`src/rtl/gs_dac_latch.sv`:
```
// General Sound DAC/volume latch: captures Z80 writes and applies them on 64-cycle frame boundaries.
// Optional build macro GS_VOL_RAMP_EN: volumes slew one step per frame toward their target.
module gs_dac_latch #(
    parameter logic [7:0]  DAC_RESET      = 8'h80,
    parameter int unsigned FRAME_LEN_LOG2 = 6
) (
    input  logic        clk32,
    input  logic        rst_n,
    input  logic [15:0] ga,
    input  logic [7:0]  gd,
    input  logic        n_gwr,
    input  logic        n_gmreq,
    input  logic        n_giorq,
    output logic [7:0]  dac0,
    output logic [7:0]  dac1,
    output logic [7:0]  dac2,
    output logic [7:0]  dac3,
    output logic [5:0]  vol0,
    output logic [5:0]  vol1,
    output logic [5:0]  vol2,
    output logic [5:0]  vol3,
    output logic        frame_tick
);

    localparam int unsigned NCH = 4;
    localparam int unsigned DW  = 8;
    localparam int unsigned VW  = 6;
    localparam int unsigned FW  = FRAME_LEN_LOG2;
    localparam logic [FW-1:0] CNT_LAST = '1;
    localparam logic [FW-1:0] CNT_PRE  = CNT_LAST - FW'(1);

    typedef enum logic {
        CLEAN = 1'b0,
        DIRTY = 1'b1
    } ch_state_e;

    logic            wr_n_c;
    logic [2:0]      wr_sync;
    logic            wr_evt_c;
    logic            dac_wr_c;
    logic            vol_wr_c;
    logic [1:0]      dac_ch_c;
    logic [1:0]      vol_ch_c;
    logic            apply_c;
    logic [FW-1:0]   frame_cnt;
    logic [DW-1:0]   dac_q    [NCH];
    logic [VW-1:0]   vol_q    [NCH];
    logic [DW-1:0]   pend_dac [NCH];
    logic [VW-1:0]   pend_vol [NCH];
    ch_state_e       state    [NCH];
    logic            unused_ga_c;

    assign wr_n_c      = n_gwr | (n_gmreq & n_giorq);
    assign unused_ga_c = ^ga[12:10];

    // Two-stage synchroniser plus one delay stage for falling-edge detection
    always_ff @(posedge clk32 or negedge rst_n) begin
        if (!rst_n) begin
            wr_sync <= 3'b111;
        end else begin
            wr_sync <= {wr_sync[1:0], wr_n_c};
        end
    end

    assign wr_evt_c = wr_sync[2] & ~wr_sync[1];

    // Address/data are held by the Z80 for the whole strobe, so they are sampled directly
    always_comb begin
        dac_wr_c = wr_evt_c & ~n_gmreq & (ga[15:13] == 3'b011);
        dac_ch_c = ga[9:8];
        vol_wr_c = wr_evt_c & ~n_giorq & (ga[7:4] == 4'h0)
                 & (ga[3:0] >= 4'd6) & (ga[3:0] <= 4'd9);
        vol_ch_c = 2'(ga[3:0] - 4'd6);
    end

    // Updates land on the same edge that raises frame_tick
    assign apply_c = (frame_cnt == CNT_PRE);

`ifdef GS_VOL_RAMP_EN
    logic [VW-1:0] vol_step_c [NCH];

    always_comb begin
        for (int i = 0; i < NCH; i++) begin
            vol_step_c[i] = vol_q[i];
            if (vol_q[i] < pend_vol[i]) begin
                vol_step_c[i] = vol_q[i] + VW'(1);
            end else if (vol_q[i] > pend_vol[i]) begin
                vol_step_c[i] = vol_q[i] - VW'(1);
            end
        end
    end
`endif

    // A write in the apply cycle wins over the CLEAN transition, keeping the channel dirty
    always_ff @(posedge clk32 or negedge rst_n) begin
        if (!rst_n) begin
            frame_cnt  <= '0;
            frame_tick <= 1'b0;
            for (int i = 0; i < NCH; i++) begin
                dac_q[i]    <= DAC_RESET;
                vol_q[i]    <= '0;
                pend_dac[i] <= DAC_RESET;
                pend_vol[i] <= '0;
                state[i]    <= CLEAN;
            end
        end else begin
            frame_cnt  <= frame_cnt + FW'(1);
            frame_tick <= apply_c;
            for (int i = 0; i < NCH; i++) begin
                if (apply_c && state[i] == DIRTY) begin
                    dac_q[i] <= pend_dac[i];
`ifdef GS_VOL_RAMP_EN
                    vol_q[i] <= vol_step_c[i];
                    if (vol_step_c[i] == pend_vol[i]) begin
                        state[i] <= CLEAN;
                    end
`else
                    vol_q[i] <= pend_vol[i];
                    state[i] <= CLEAN;
`endif
                end
                if (dac_wr_c && dac_ch_c == 2'(i)) begin
                    pend_dac[i] <= gd;
                    state[i]    <= DIRTY;
                end
                if (vol_wr_c && vol_ch_c == 2'(i)) begin
                    pend_vol[i] <= gd[VW-1:0];
                    state[i]    <= DIRTY;
                end
            end
        end
    end

    assign dac0 = dac_q[0];
    assign dac1 = dac_q[1];
    assign dac2 = dac_q[2];
    assign dac3 = dac_q[3];
    assign vol0 = vol_q[0];
    assign vol1 = vol_q[1];
    assign vol2 = vol_q[2];
    assign vol3 = vol_q[3];

endmodule

```
`config.mk`:
```
export PLATFORM = sky130hd
export DESIGN_NAME = gs_dac_latch
export DESIGN_NICKNAME = d
export VERILOG_FILES = /design/src/rtl/gs_dac_latch.sv
export SDC_FILE = /design/constraint.sdc
export NUM_CORES = 1
export LEC_CHECK = 0
export BUFFER_PORTS_ARGS = -buffer_cell sky130_fd_sc_hd__buf_2
export CAP_MARGIN = 20
export CORE_MARGIN = 4
export CORE_UTILIZATION = 45
export CTS_CLUSTER_DIAMETER = 80
export DETAILED_ROUTE_END_ITERATION = 12
export MAX_ROUTING_LAYER = met4
export PLACE_DENSITY = 0.72
export SETUP_SLACK_MARGIN = 0.3
export SKIP_LAST_GASP = 1
export SLEW_MARGIN = 20
export SYNTH_ARGS = -nofsm -noshare
export SYNTH_HDL_FRONTEND = slang
export SYNTH_SLANG_ARGS = --single-unit
```
`constraint.sdc`:
```
create_clock -name clk32 -period 2.3 [get_ports clk32]
set_input_delay 0.115 -clock clk32 [delete_from_list [all_inputs] [get_ports clk32]]
set_output_delay 0.115 -clock clk32 [all_outputs]
set_load 0.01 [all_outputs]
```
==> impl_results.rst, run 1 <==
.. list-table::
   :header-rows: 1

   * - Metric
     - Value
   * - Die Width
     - between 100 and 150 um
   * - Power Density
     - 806 mW/mm^2
   * - Final-report setup violation count
     - 0
   * - PnR worst setup slack
     - ~0.28 ns
   * - Layout cells sized above 1
     - slightly above 60%
   * - Hold path startpoint
     - gd[5]
   * - Average wire length per cell after detail routing
     - between 15 and 20 um
   * - Met1 demand-to-capacity share in global routing
     - a little under a quarter
   * - Endpoint required time on the critical path
     - around 2.7 ns
   * - Static leakage power
     - 3.23 nW
   * - Maximum buffer depth of the clock tree
     - 2
   * - Post-synthesis sequential area ratio
     - between 60% and 70%
   * - Synthesized area per cell
     - 16.4 um^2
   * - Leading post-synthesis cells by cell area
     - dfrtp_1 59%, mux2_2 25%, dfstp_2 6.0%
   * - Startpoint types
     - flop
   * - Minimum setup slack among reg-to-reg paths
     - 0.28 ns
   * - Clock-pin slew reported for the worst setup and hold paths after clock tree synthesis
     - 0.06 ns
   * - RePlAce Congestion
     - 0.773
   * - Initial antenna violation count
     - 0
   * - Hold endpoint
     - pend_vol[23]
   * - CTS H-tree lvls
     - 4
   * - Half-perimeter wire length of the detailed placement result
     - 6550 um
   * - Number of I/O port buffers
     - 82
   * - Area grow syn2layout
     - 25.4%
   * - Cell type contributing the most total cell area after synthesis
     - dfrtp_1
   * - Finished Layout Cells
     - 550
   * - Number of cell instances on the worst register-to-register path
     - 3
   * - Area of the mapped netlist
     - 0.00484 mm^2
   * - Total global routing overflow
     - 0
   * - Time the final worst path needs with I/O delays and setup
     - slightly above 2 ns
   * - Leading cell type in the layout, fill and taps excluded
     - dfrtp_1
   * - DRC
     - 0
   * - Classification of the worst-slack hold path
     - in -> reg
   * - Syn Nets
     - 326
   * - Remaining max-slew budget at the tightest pin
     - 56.8%
   * - Vias in the first global route
     - 3069
   * - Share of the synthesized area in the top cell type
     - 59.4%
   * - GR peak layer
     - met2
   * - Arrival time of the worst setup path
     - 2.41 ns
   * - Sinks on Clock Net
     - roughly 130
   * - Remaining antenna violation count
     - 0
   * - Via count
     - ~2800
   * - Total GRT Usage
     - 17.5%
   * - Number of cells after detailed placement
     - approximately 510
   * - WHS Path Cells
     - 2
   * - Grt met3 use
     - 5.27%
   * - Minimum hold slack
     - just under 0.006 ns
   * - Clock insertion delay at the later pin of the skew report
     - 0.51 ns
   * - Resize count post-CTS
     - 0
   * - Power consumption
     - 4.89 mW
   * - First-pass GRT wire length
     - 16200 um
   * - Kind of capture point of the worst setup path
     - flop
   * - Category of the critical setup timing path
     - reg -> reg
   * - Number of CTS-inserted buffers
     - 17
   * - Hold Fails Final Rpt
     - 0
   * - R2R Path End
     - pend_vol[20]
   * - Pin count of the biggest net entering global routing
     - 60
   * - Reg2reg start
     - wr_sync[2]
   * - Starting density of the core
     - 46.5%
   * - Layout Nets
     - 433
   * - Chip height
     - 112 um
   * - Number of slew-limit violations in the final report
     - 0
   * - Boundary pin count
     - 86
   * - Dpl cell area
     - roughly 0.0055 mm^2
   * - Flip-flop and latch count after synthesis
     - approximately 130
   * - Max FO, Critical Path
     - 7
   * - Layout Skew
     - around 0.0079 ns
   * - Post-synth ARST share
     - 100%
   * - Maxcap violations
     - 0
   * - F_max
     - 0.496 GHz
   * - Yosys warnings
     - 0
   * - Count of flip-flops with a built-in enable after synthesis
     - 0
   * - Post-Route Setup TNS
     - 0 ns
   * - RSZ-0062 raised after global routing
     - yes
   * - Placeable Area
     - about 0.010 mm^2
   * - Worst slack at placement
     - around 0.24 ns
   * - Part of the cycle the worst path needs
     - 87.7%
   * - Yosys cell types
     - 29
   * - Routed vias/inst
     - 5.15
   * - Floorplan row count
     - 37
   * - Actual transition at the worst max-transition pin
     - 0.645 ns
   * - Die area
     - 0.0125 mm^2
   * - Final core occ
     - 58.3%
   * - Top FF cell, synth
     - dfrtp_1
   * - Maximum VDD drop
     - 0.566 mV
   * - Aggregate routed wire length
     - 9740 um
   * - Status
     - completed
   * - Post-Layout Inst Area
     - 0.00607 mm^2
   * - Clock tree root driver cell
     - clkbuf_8
   * - CTS tree
     - built
   * - Count of antenna diodes in the layout
     - 0
   * - First-pass detailed-route iteration total
     - 4
   * - Synthesized netlist cell count
     - 295
   * - Most frequent cells in the layout
     - 115 x dfrtp_1, 106 x mux2_2, 81 x buf_2
   * - Starting DRC count in detailed routing
     - 104
   * - Fraction of met2 tracks used by global routing
     - 26.1%
Yosys cell counts, types with 3 or more instances:
cell type	n
mux2_2	106
clkbuf_1	7
inv_1	4
o21ai_0	4
nand4b_1	3
dfstp_2	11
nand3_1	9
mux2_4	6
nand3b_1	3
dfrtp_1	115
power by group:
part	internal, mW	switching [mW]
logic	0.0726	0.0940
registers	2.28	0.0248
clock network	1.51	0.913
total	3.86	1.03
sequential cells by signal, summed over array words and instances, names as in the netlist, 6 cells and up:
name and flops:
pend_dac 32, pend_vol 24, dac0 8, dac1 8, dac2 8, dac3 8, frame_cnt 6, vol0 6
vol1 6, vol2 6, vol3 6
layout make-up:
cell class              count  area, um^2
well taps                 136         170
inverters                   4        15.0
flip-flops and latches    126        3170
clock buffers              22         463
repair buffers             97         551
clock inverters             9        87.6
fillers                   816        4350
multi-input cells         156        1620
critical path: stages, from the launching register on:
cell and delay, ns:
dfstp_2 0.52, or4b_4 0.47, or4_4 0.59, mux2_4 0.33
cell families (layout without fill, tap and decap cells):
family                     Yosys count  in the layout  synth area share [%]
DFF                                126            126                  65.4
muxes                              112            112                  26.5
AOI/OAI and AO/OA                    5              5                 0.569
buffers and inverters               13            132                  1.19
xor gates and xnor gates             4              4                 0.724
adders and majority gates            2              2                 0.517
and+or+nand+nor                     33             33                  5.09
repair_timing:
action | in CTS | in global routing
hold buffers | 5 | 0
cloned | 0 | 0
pin swaps | 2 | 1
endpoints found under the hold margin | 47 | 0
setup buffers | 2 | 0
endpoints found under the setup margin | 17 | 10
worst max-delay path by stage:
stage,start,cells past startpoint,slack (ns),end
floorplan,wr_sync[2],4,0.26,pend_vol[18]
global placement,wr_sync[2],3,0.26,pend_vol[22]
detailed placement,wr_sync[2],3,0.24,pend_vol[20]
CTS,wr_sync[2],3,0.24,pend_vol[20]
global route,wr_sync[2],3,0.25,pend_vol[21]
finish,wr_sync[2],3,0.28,pend_vol[20]
metal layers:
| metal | vias up | wire [um] |
|---|---|---|
| li1 | 1276 | - |
| met1 | 1475 | 4360 |
| met2 | 67 | 4750 |
| met3 | 13 | 476 |
| met4 | 0 | 153 |
| met5 | - | 0 |
(Power assumes the default switching activity.)
==> run 2, diff against run 1 <==
--- a/config.mk
+++ b/config.mk
@@ -5,6 +5,7 @@
 export SDC_FILE = /design/constraint.sdc
 export NUM_CORES = 1
 export LEC_CHECK = 0
+export ABC_AREA = 1
 export BUFFER_PORTS_ARGS = -buffer_cell sky130_fd_sc_hd__buf_2
 export CAP_MARGIN = 20
 export CORE_MARGIN = 4
==> run 2 against run 1 <==
  * First-iteration DRC count grew to 2.7 times the previous value
  * Highest routed layer unchanged
  * Clock power rose by 19%
  * Sequential power hardly changed
  * Final area is 4.3% higher
  * Largest cell class unchanged
  * Critical path type unchanged
  * Synthesized area grew 4.6%
  * Hold slack improved by 0.027 ns
  * Sequential share of layout area down 2.2 points
  * Maximum frequency increased by 5.8%
==> impl_results.rst, run 2 <==
.. list-table::
   :header-rows: 1

   * - Metric
     - Value
   * - Reg2reg start
     - frame_cnt[0]
   * - Delay-heaviest family, CP
     - simple AND/OR/NAND/NOR gates
   * - Area of the mapped netlist
     - 0.00506 mm^2 (+4.6%)
   * - Maximum buffer depth of the clock tree
     - 2 (unchanged)
   * - DRC
     - 0 (unchanged)
   * - CTS H-tree lvls
     - 4 (unchanged)
   * - Clock tree root driver cell
     - clkbuf_16
   * - RSZ-0062 raised after global routing
     - yes
   * - Worst path buffer plus inverter count
     - 2 (+2)
   * - Number of CTS-inserted buffers
     - 17 (unchanged)
   * - First-pass detailed-route iteration total
     - 5 (+1)
   * - Half-perimeter wire length of the detailed placement result
     - 8170 um (+25%)
   * - Actual transition at the worst max-transition pin
     - 0.650 ns (+0.00499 ns)
   * - Synthesized netlist cell count
     - 550 (+86%)
   * - Starting density of the core
     - 46.3% (-0.18 points)
   * - Power Density
     - 853 mW/mm^2 (+5.8%)
   * - Hold Fails Final Rpt
     - 0 (unchanged)
   * - Top FF cell, synth
     - dfrtp_1
   * - Area occupied by multi-input gates
     - 0.00168 mm^2 (+4.0%)
   * - RePlAce Congestion
     - 0.826 (+6.9%)
   * - Static leakage power
     - 3.59 nW (+11%)
   * - Number of I/O port buffers
     - 82 (unchanged)
   * - Registers with the most flip-flops
     - pend_dac x32, pend_vol x24
   * - Register bank with the most flops
     - pend_dac
   * - Average wire length per cell after detail routing
     - 15.2 um (-14%)
   * - Parity-gate share of the synthesized area counting xor and xnor cells
     - 0.692% (-0.032 points)
   * - Via count
     - 4164 (+47%)
   * - Flip-flop and latch count after synthesis
     - 126 (unchanged)
   * - Final core occ
     - 57.9% (-0.35 points)
   * - Status
     - completed
   * - Met1 demand-to-capacity share in global routing
     - 24.6% (+2.0 points)
   * - Die Width
     - 114 um (+2.1%)
   * - Part of the cycle the worst path needs
     - 82.9% (-4.8 points)
   * - Arrival time of the worst setup path
     - 2.21 ns (-0.20 ns)
   * - Worst-path cell with the longest stage delay
     - dfrtp_1
   * - GR peak layer
     - met2
   * - Most prevalent standard cell on the critical path
     - nand2_1
   * - Leading post-synthesis cells by cell area
     - dfrtp_1 57%, nand2_1 17%, nand3_1 6.9%
   * - Endpoint required time on the critical path
     - 2.60 ns (-0.09 ns)
   * - Sinks on Clock Net
     - 126 (unchanged)
   * - Chip height
     - 114 um (+2.1%)
   * - Syn Nets
     - 581 (+78%)
   * - Placeable Area
     - 0.0109 mm^2 (+5.0%)
   * - Pin count of the biggest net entering global routing
     - 58 (-3.3%)
   * - Minimum hold slack
     - 0.0327 ns (+0.0268 ns)
   * - Adder and majority cell fraction of the synthesized area
     - 0.494% (-0.023 points)
   * - Maximum VDD drop
     - 0.415 mV (-27%)
   * - Starting DRC count in detailed routing
     - 279 (+170%)
   * - Routed vias/inst
     - 5.24 (+1.8%)
   * - Dominant combinational cell family by area after synthesis
     - simple AND/OR/NAND/NOR gates
   * - Cell type contributing the most total cell area after synthesis
     - dfrtp_1
   * - Clock insertion delay at the later pin of the skew report
     - 0.41 ns (-0.10 ns)
   * - Category of the critical setup timing path
     - reg -> reg
   * - Seq. cell area
     - 0.00317 mm^2 (unchanged)
   * - Hold path startpoint
     - gd[6]
   * - Number of slew-limit violations in the final report
     - 0 (unchanged)
   * - Count of antenna diodes in the layout
     - 0 (unchanged)
   * - Fraction of synthesized area in multiplexers
     - 0% (-27 points)
   * - Maxcap violations
     - 0 (unchanged)
   * - Area grow syn2layout
     - 25.1%
   * - Final-report setup violation count
     - 0 (unchanged)
   * - Aggregate routed wire length
     - 12100 um (+24%)
   * - Most frequent cells in the layout
     - 224 x nand2_1, 115 x dfrtp_1, 81 x buf_2
   * - Leading cell type in the layout, fill and taps excluded
     - nand2_1
   * - List of cells traversed by the critical path
     - inv_1, ha_1, nand2_1, nor3_4, buf_4, nand2_1, nand2_1, nand2_1
   * - Time the final worst path needs with I/O delays and setup
     - 1.91 ns (-0.111 ns)
   * - Initial antenna violation count
     - 0 (unchanged)
   * - Yosys warnings
     - 0 (unchanged)
   * - Layout Skew
     - 0.00837 ns (+0.000467 ns)
   * - Total GRT Usage
     - 20.4% (+3.0 points)
   * - Clock-pin slew reported for the worst setup and hold paths after clock tree synthesis
     - 0.06 ns (about the same)
   * - PnR worst setup slack
     - 0.393 ns (+0.111 ns)
   * - Floorplan row count
     - 38 (+2.7%)
   * - Grt met3 use
     - 5.81% (+0.54 points)
   * - Die area
     - 0.0130 mm^2 (+4.2%)
   * - Classification of the worst-slack hold path
     - in -> reg
   * - Count of flip-flops with a built-in enable after synthesis
     - 0 (unchanged)
   * - Post-synthesis share of cell area spent on and, or, nand and nor gates
     - 30.2% (+25 points)
   * - Boundary pin count
     - 86 (unchanged)
   * - CTS tree
     - built
   * - Layout Nets
     - 673 (+55%)
   * - Synthesized-area fraction occupied by ao, oa, aoi and oai cells
     - 1.73% (+1.2 points)
   * - Timing startpoint of the critical path
     - frame_cnt[0]
   * - Max stage delay on crit path
     - 0.40 ns (-0.19 ns)
   * - Max reg flops
     - 32 (unchanged)
   * - Yosys cell types
     - 19 (-34%)
   * - Post-synthesis sequential area ratio
     - 62.5% (-2.9 points)
   * - Post-Route Setup TNS
     - 0 ns (unchanged)
   * - Synth cell count leaders
     - 224 x nand2_1, 115 x dfrtp_1, 70 x nand3_1, 42 x nand4_1, 23 x inv_1
   * - F_max
     - 0.524 GHz (+5.8%)
   * - Post-synth ARST share
     - 100% (unchanged)
   * - Worst slack at placement
     - 0.391 ns (+0.150 ns)
   * - Kind of capture point of the worst setup path
     - flop
   * - Synthesized area per cell
     - 9.21 um^2 (-44%)
   * - Filler cell count
     - 964 (+18%)
   * - Most numerous cell in the Yosys netlist
     - nand2_1
   * - Max FO, Critical Path
     - 17 (+10)
   * - Startpoint types
     - flop
   * - Remaining antenna violation count
     - 0 (unchanged)
   * - Total global routing overflow
     - 0 (unchanged)
   * - First-pass GRT wire length
     - 20200 um (+25%)
   * - Layout cells sized above 1
     - 22.0% (-38 points)
   * - Remaining max-slew budget at the tightest pin
     - 56.5% (-0.21 points)
   * - Vias in the first global route
     - 4185 (+36%)
   * - Fraction of met2 tracks used by global routing
     - 31.9% (+5.8 points)
   * - Share of the synthesized area in the top cell type
     - 56.8% (-2.6 points)
==> run 2: per-layer routing <==
metal / vias to the layer above / routed length [um]
met5: - / 0
met4: 0 / 308
met3: 30 / 741
met2: 147 / 5950
met1: 2000 / 5050
li1: 1987 / -
==> run 2: timing repair <==
action,4_1_cts,5_1_grt
setup endpoints to repair,0,38
hold endpoints to repair,41,0
gates resized for setup,0,1
buffers inserted,0,1
hold buffers,4,0
==> run 2: per-stage QoR <==
stage / instances / instance area, um^2 / total power, mW
global route: 795 / 6330 / 5.58
floorplan: 550 / 5060 / 2.42
global placement: 758 / 5640 / 2.53
finish: 795 / 6330 / 5.40
detailed placement: 758 / 5640 / 2.55
CTS: 794 / 6320 / 5.44
==> run 2: layout make-up <==
class | count | area share, %
well taps | 140 | 2.77
clock buffers | 17 | 6.72
repair buffers | 101 | 9.13
inverters | 23 | 1.36
clock inverters | 15 | 3.48
multi-input cells | 373 | 26.6
flip-flops and latches | 126 | 50.0
==> run 2: power by group <==
group	switching [mW]	total, mW	internal (mW)
Sequential	0.0321	2.31	2.28
Combinational	0.142	0.201	0.0594
Clock	0.969	2.89	1.92
Total	1.14	5.40	4.26
==> run 2: worst register-to-register path: stages (launching register included) <==
cell,delay (ns)
dfrtp_1,0.40
inv_1,0.08
ha_1,0.15
nand2_1,0.08
nor3_4,0.24
buf_4,0.28
nand2_1,0.33
nand2_1,0.17
nand2_1,0.07
==> run 2: kinds of logic after synthesis <==
family,after synthesis
and+or+nand+nor,350
DFF,126
buffers and inverters,51
AOI/OAI and AO/OA,17
xor gates and xnor gates,4
adders and majority gates,2
==> run 2: path summary, 6_finish.rpt <==
check                      slack, ns  depth (start not counted)           end
setup / recovery                0.39                          8       vol1[5]
min in group asynchronous       0.24                          2    frame_tick
hold / removal                  0.03                          3  pend_dac[22]
setup reg to reg                0.39                          8       vol1[5]
max in group asynchronous       1.23                          3    wr_sync[1]
hold reg to reg                 0.36                          0    wr_sync[1]
==> run 3, diff against run 2 <==
==> constraint.sdc (replaced) <==
create_clock -name clk32 -period 2 [get_ports clk32]
set_input_delay 0.1 -clock clk32 [delete_from_list [all_inputs] [get_ports clk32]]
set_output_delay 0.1 -clock clk32 [all_outputs]
set_load 0.01 [all_outputs]
==> run 3 against run 2 <==
  * Critical path depth decreased by 3
  * Flip-flop and latch count unchanged
  * Combinational power increased by 16%
  * Critical endpoint is now pend_vol[15]
  * Hold slack got worse by 0.017 ns
  * Cell count increased by 1.5%
  * Non-clock buffer count increased by 12
  * Setup slack got worse by 0.042 ns
==> impl_results.rst, run 3 (synthesis results as in run 2) <==
.. list-table::
   :header-rows: 1

   * - Metric
     - Value
   * - Worst slack at placement
     - 0.0929 ns (-0.298 ns)
   * - Starting DRC count in detailed routing
     - 302 (+8.2%)
   * - Max reg flops
     - 32 (unchanged)
   * - Total global routing overflow
     - 0 (unchanged)
   * - Dpl cell area
     - 0.00567 mm^2 (+0.62%)
   * - Proportion of power drawn by combinational gates
     - 4.0% (+0.3 points)
   * - Number of slew-limit violations in the final report
     - 0 (unchanged)
   * - First-pass GRT wire length
     - 20000 um (-0.96%)
   * - Placeable Area
     - 0.0109 mm^2 (unchanged)
   * - Status
     - completed
   * - Filler cell count
     - 924 (-4.1%)
   * - Area grow syn2layout
     - 27.6%
   * - Clock insertion delay at the later pin of the skew report
     - 0.41 ns (about the same)
   * - Arrival time of the worst setup path
     - 1.94 ns (-0.27 ns)
   * - Pin count of the biggest net entering global routing
     - 55 (-5.2%)
   * - Cell-internal power
     - 4.66 mW (+9.3%)
   * - Max stage delay on crit path
     - 0.53 ns (+0.13 ns)
   * - Hold Fails Final Rpt
     - 0 (unchanged)
   * - Layout cells sized above 1
     - 23.8% (+1.9 points)
   * - Time the final worst path needs with I/O delays and setup
     - 1.65 ns (-0.258 ns)
   * - Actual transition at the worst max-transition pin
     - 0.716 ns (+0.0657 ns)
   * - Remaining antenna violation count
     - 0 (unchanged)
   * - Minimum hold slack
     - 0.0155 ns (-0.0172 ns)
   * - Fraction of met2 tracks used by global routing
     - 30.8% (-1.2 points)
   * - Met1 demand-to-capacity share in global routing
     - 25.8% (+1.2 points)
   * - Die area
     - 0.0130 mm^2 (unchanged)
   * - DRC
     - 0 (unchanged)
   * - F_max
     - 0.607 GHz (+16%)
   * - Maxcap violations
     - 0 (unchanged)
   * - Static leakage power
     - 3.64 nW (+1.4%)
   * - Power Density
     - 912 mW/mm^2 (+6.9%)
   * - List of cells traversed by the critical path
     - nand3_1, nor2_4, nand3_1, nand2_1, nand2_1
   * - Max FO, Critical Path
     - 13 (-4)
   * - Endpoint required time on the critical path
     - 2.29 ns (-0.31 ns)
   * - CTS tree
     - built
   * - Kind of capture point of the worst setup path
     - flop
   * - Registers with the most flip-flops
     - pend_dac x32, pend_vol x24
   * - Aggregate routed wire length
     - 12500 um (+4.1%)
   * - Post-Layout Inst Area
     - 0.00646 mm^2 (+2.0%)
   * - Classification of the worst-slack hold path
     - in -> reg
   * - Number of I/O port buffers
     - 82 (unchanged)
   * - Most frequent cells in the layout
     - 219 x nand2_1, 115 x dfrtp_1, 81 x buf_2
   * - Clock tree root driver cell
     - clkbuf_16
   * - Layout Nets
     - 685 (+1.8%)
   * - Total net switching power
     - 1.24 mW (+8.2%)
   * - Maximum VDD drop
     - 0.532 mV (+28%)
   * - RSZ-0062 raised after global routing
     - yes
   * - Remaining max-slew budget at the tightest pin
     - 52.2% (-4.4 points)
   * - Leading cell type in the layout, fill and taps excluded
     - nand2_1
   * - Category of the critical setup timing path
     - reg -> reg
   * - Post-Route Setup TNS
     - 0 ns (unchanged)
   * - RePlAce Congestion
     - 0.858 (+3.8%)
   * - Average wire length per cell after detail routing
     - 15.5 um (+2.5%)
   * - Share of total power consumed by net switching
     - 21.0% (-0.16 points)
   * - PnR worst setup slack
     - 0.351 ns (-0.0417 ns)
   * - Total GRT Usage
     - 20.1% (-0.33 points)
   * - Vias in the first global route
     - 4131 (-1.3%)
   * - Maximum buffer depth of the clock tree
     - 2 (unchanged)
   * - Fraction of power consumed by sequential logic
     - 45.2% (+2.4 points)
   * - Final-report setup violation count
     - 0 (unchanged)
   * - Register bank with the most flops
     - pend_dac
   * - Boundary pin count
     - 86 (unchanged)
   * - Via count
     - 4226 (+1.5%)
   * - GR peak layer
     - met2
   * - CTS H-tree lvls
     - 4 (unchanged)
   * - Chip height
     - 114 um (unchanged)
   * - Number of CTS-inserted buffers
     - 17 (unchanged)
   * - Clock-pin slew reported for the worst setup and hold paths after clock tree synthesis
     - 0.05 ns (about the same)
   * - Grt met3 use
     - 5.13% (-0.69 points)
   * - Half-perimeter wire length of the detailed placement result
     - 8380 um (+2.6%)
   * - Worst-path cell with the longest stage delay
     - dfstp_2
   * - Share of power burned in the clock network
     - 50.8% (-2.6 points)
   * - Routed vias/inst
     - 5.24 (about the same)
   * - Die Width
     - 114 um (unchanged)
   * - First-pass detailed-route iteration total
     - 5 (unchanged)
   * - Starting density of the core
     - 46.3% (unchanged)
   * - Minimum setup slack among reg-to-reg paths
     - 0.35 ns (-0.04 ns)
   * - Sinks on Clock Net
     - 126 (unchanged)
   * - Startpoint types
     - flop
   * - Part of the cycle the worst path needs
     - 82.4% (-0.48 points)
   * - Initial antenna violation count
     - 0 (unchanged)
   * - Floorplan row count
     - 38 (unchanged)
   * - Count of antenna diodes in the layout
     - 0 (unchanged)
   * - Layout Skew
     - 0.00622 ns (-0.00215 ns)
run 3: cell count changes in the layout (fill, tap and decap cells not counted), moves of 2 or more:
cell       previous run  this run
nand2_2               0         3
buf_12                1         3
bufinv_16             5         2
clkinv_4              4         0
clkbuf_8              0         4
nand2_1             224       219
buf_4                15        23
clkbuf_1              0         5
run 3: area by class of cell:
class | instances | area (um^2) | area share [%]
flip-flops and latches | 126 | 3170 | 49.0
multi-input cells | 373 | 1730 | 26.8
repair buffers | 113 | 718 | 11.1
clock buffers | 26 | 499 | 7.73
well taps | 140 | 175 | 2.71
inverters | 23 | 86.3 | 1.34
clock inverters | 6 | 82.6 | 1.28
run 3: worst paths after layout:
| kind | cells after the start | endpoint | from |
|---|---|---|---|
| worst min-delay path | 3 | pend_dac[14] | gd[6] |
| worst max-delay path | 5 | pend_vol[15] | wr_sync[2] |
| worst max register to register | 5 | pend_vol[15] | wr_sync[2] |
| min in group asynchronous | 2 | frame_tick | rst_n |
| worst min register to register | 0 | wr_sync[1] | wr_sync[0] |
| max in group asynchronous | 3 | dac2[7] | rst_n |
run 3: power by group through the flow:
stage          combinational, mW  sequential [mW]  clock (mW)
3_3_place_gp               0.214             2.70           0
5_1_grt                    0.265             2.67        3.17
2_1_floorplan             0.0879             2.69           0
4_1_cts                    0.233             2.66        3.04
3_5_place_dp               0.224             2.70           0
6_report                   0.234             2.66        2.99
run 3: critical path: cells and delay by family (launching register included):
| family | cells | cell delay, ns |
|---|---|---|
| AND/OR/NAND/NOR | 5 | 1.00 |
| flip-flops | 1 | 0.53 |
run 3: repair_timing:
action                                  in CTS  in global routing
endpoints found under the setup margin      84                 92
gates cloned                                 0                  1
hold endpoints to repair                    53                  0
pin swaps                                    2                  1
buffers inserted                             3                  6
gates resized for setup                      5                 15
hold buffers                                 4                  0
run 3: through the flow:
step                      instances  util, %  total power [mW]
after floorplan                 550        -              2.78
after global placement          761     51.9              2.91
after detailed placement        761     51.9              2.93
after CTS                       800     57.9              5.93
after global routing            807     59.1              6.10
final                           807     59.1              5.89
run 3: per-layer routing:
layer  share of wire (%)  vias to the layer above
met1                  44                     2035
met2                  48                      144
met4                 2.0                        0
met5                   0                        -
li1                    -                     2022
met3                 6.2                       25
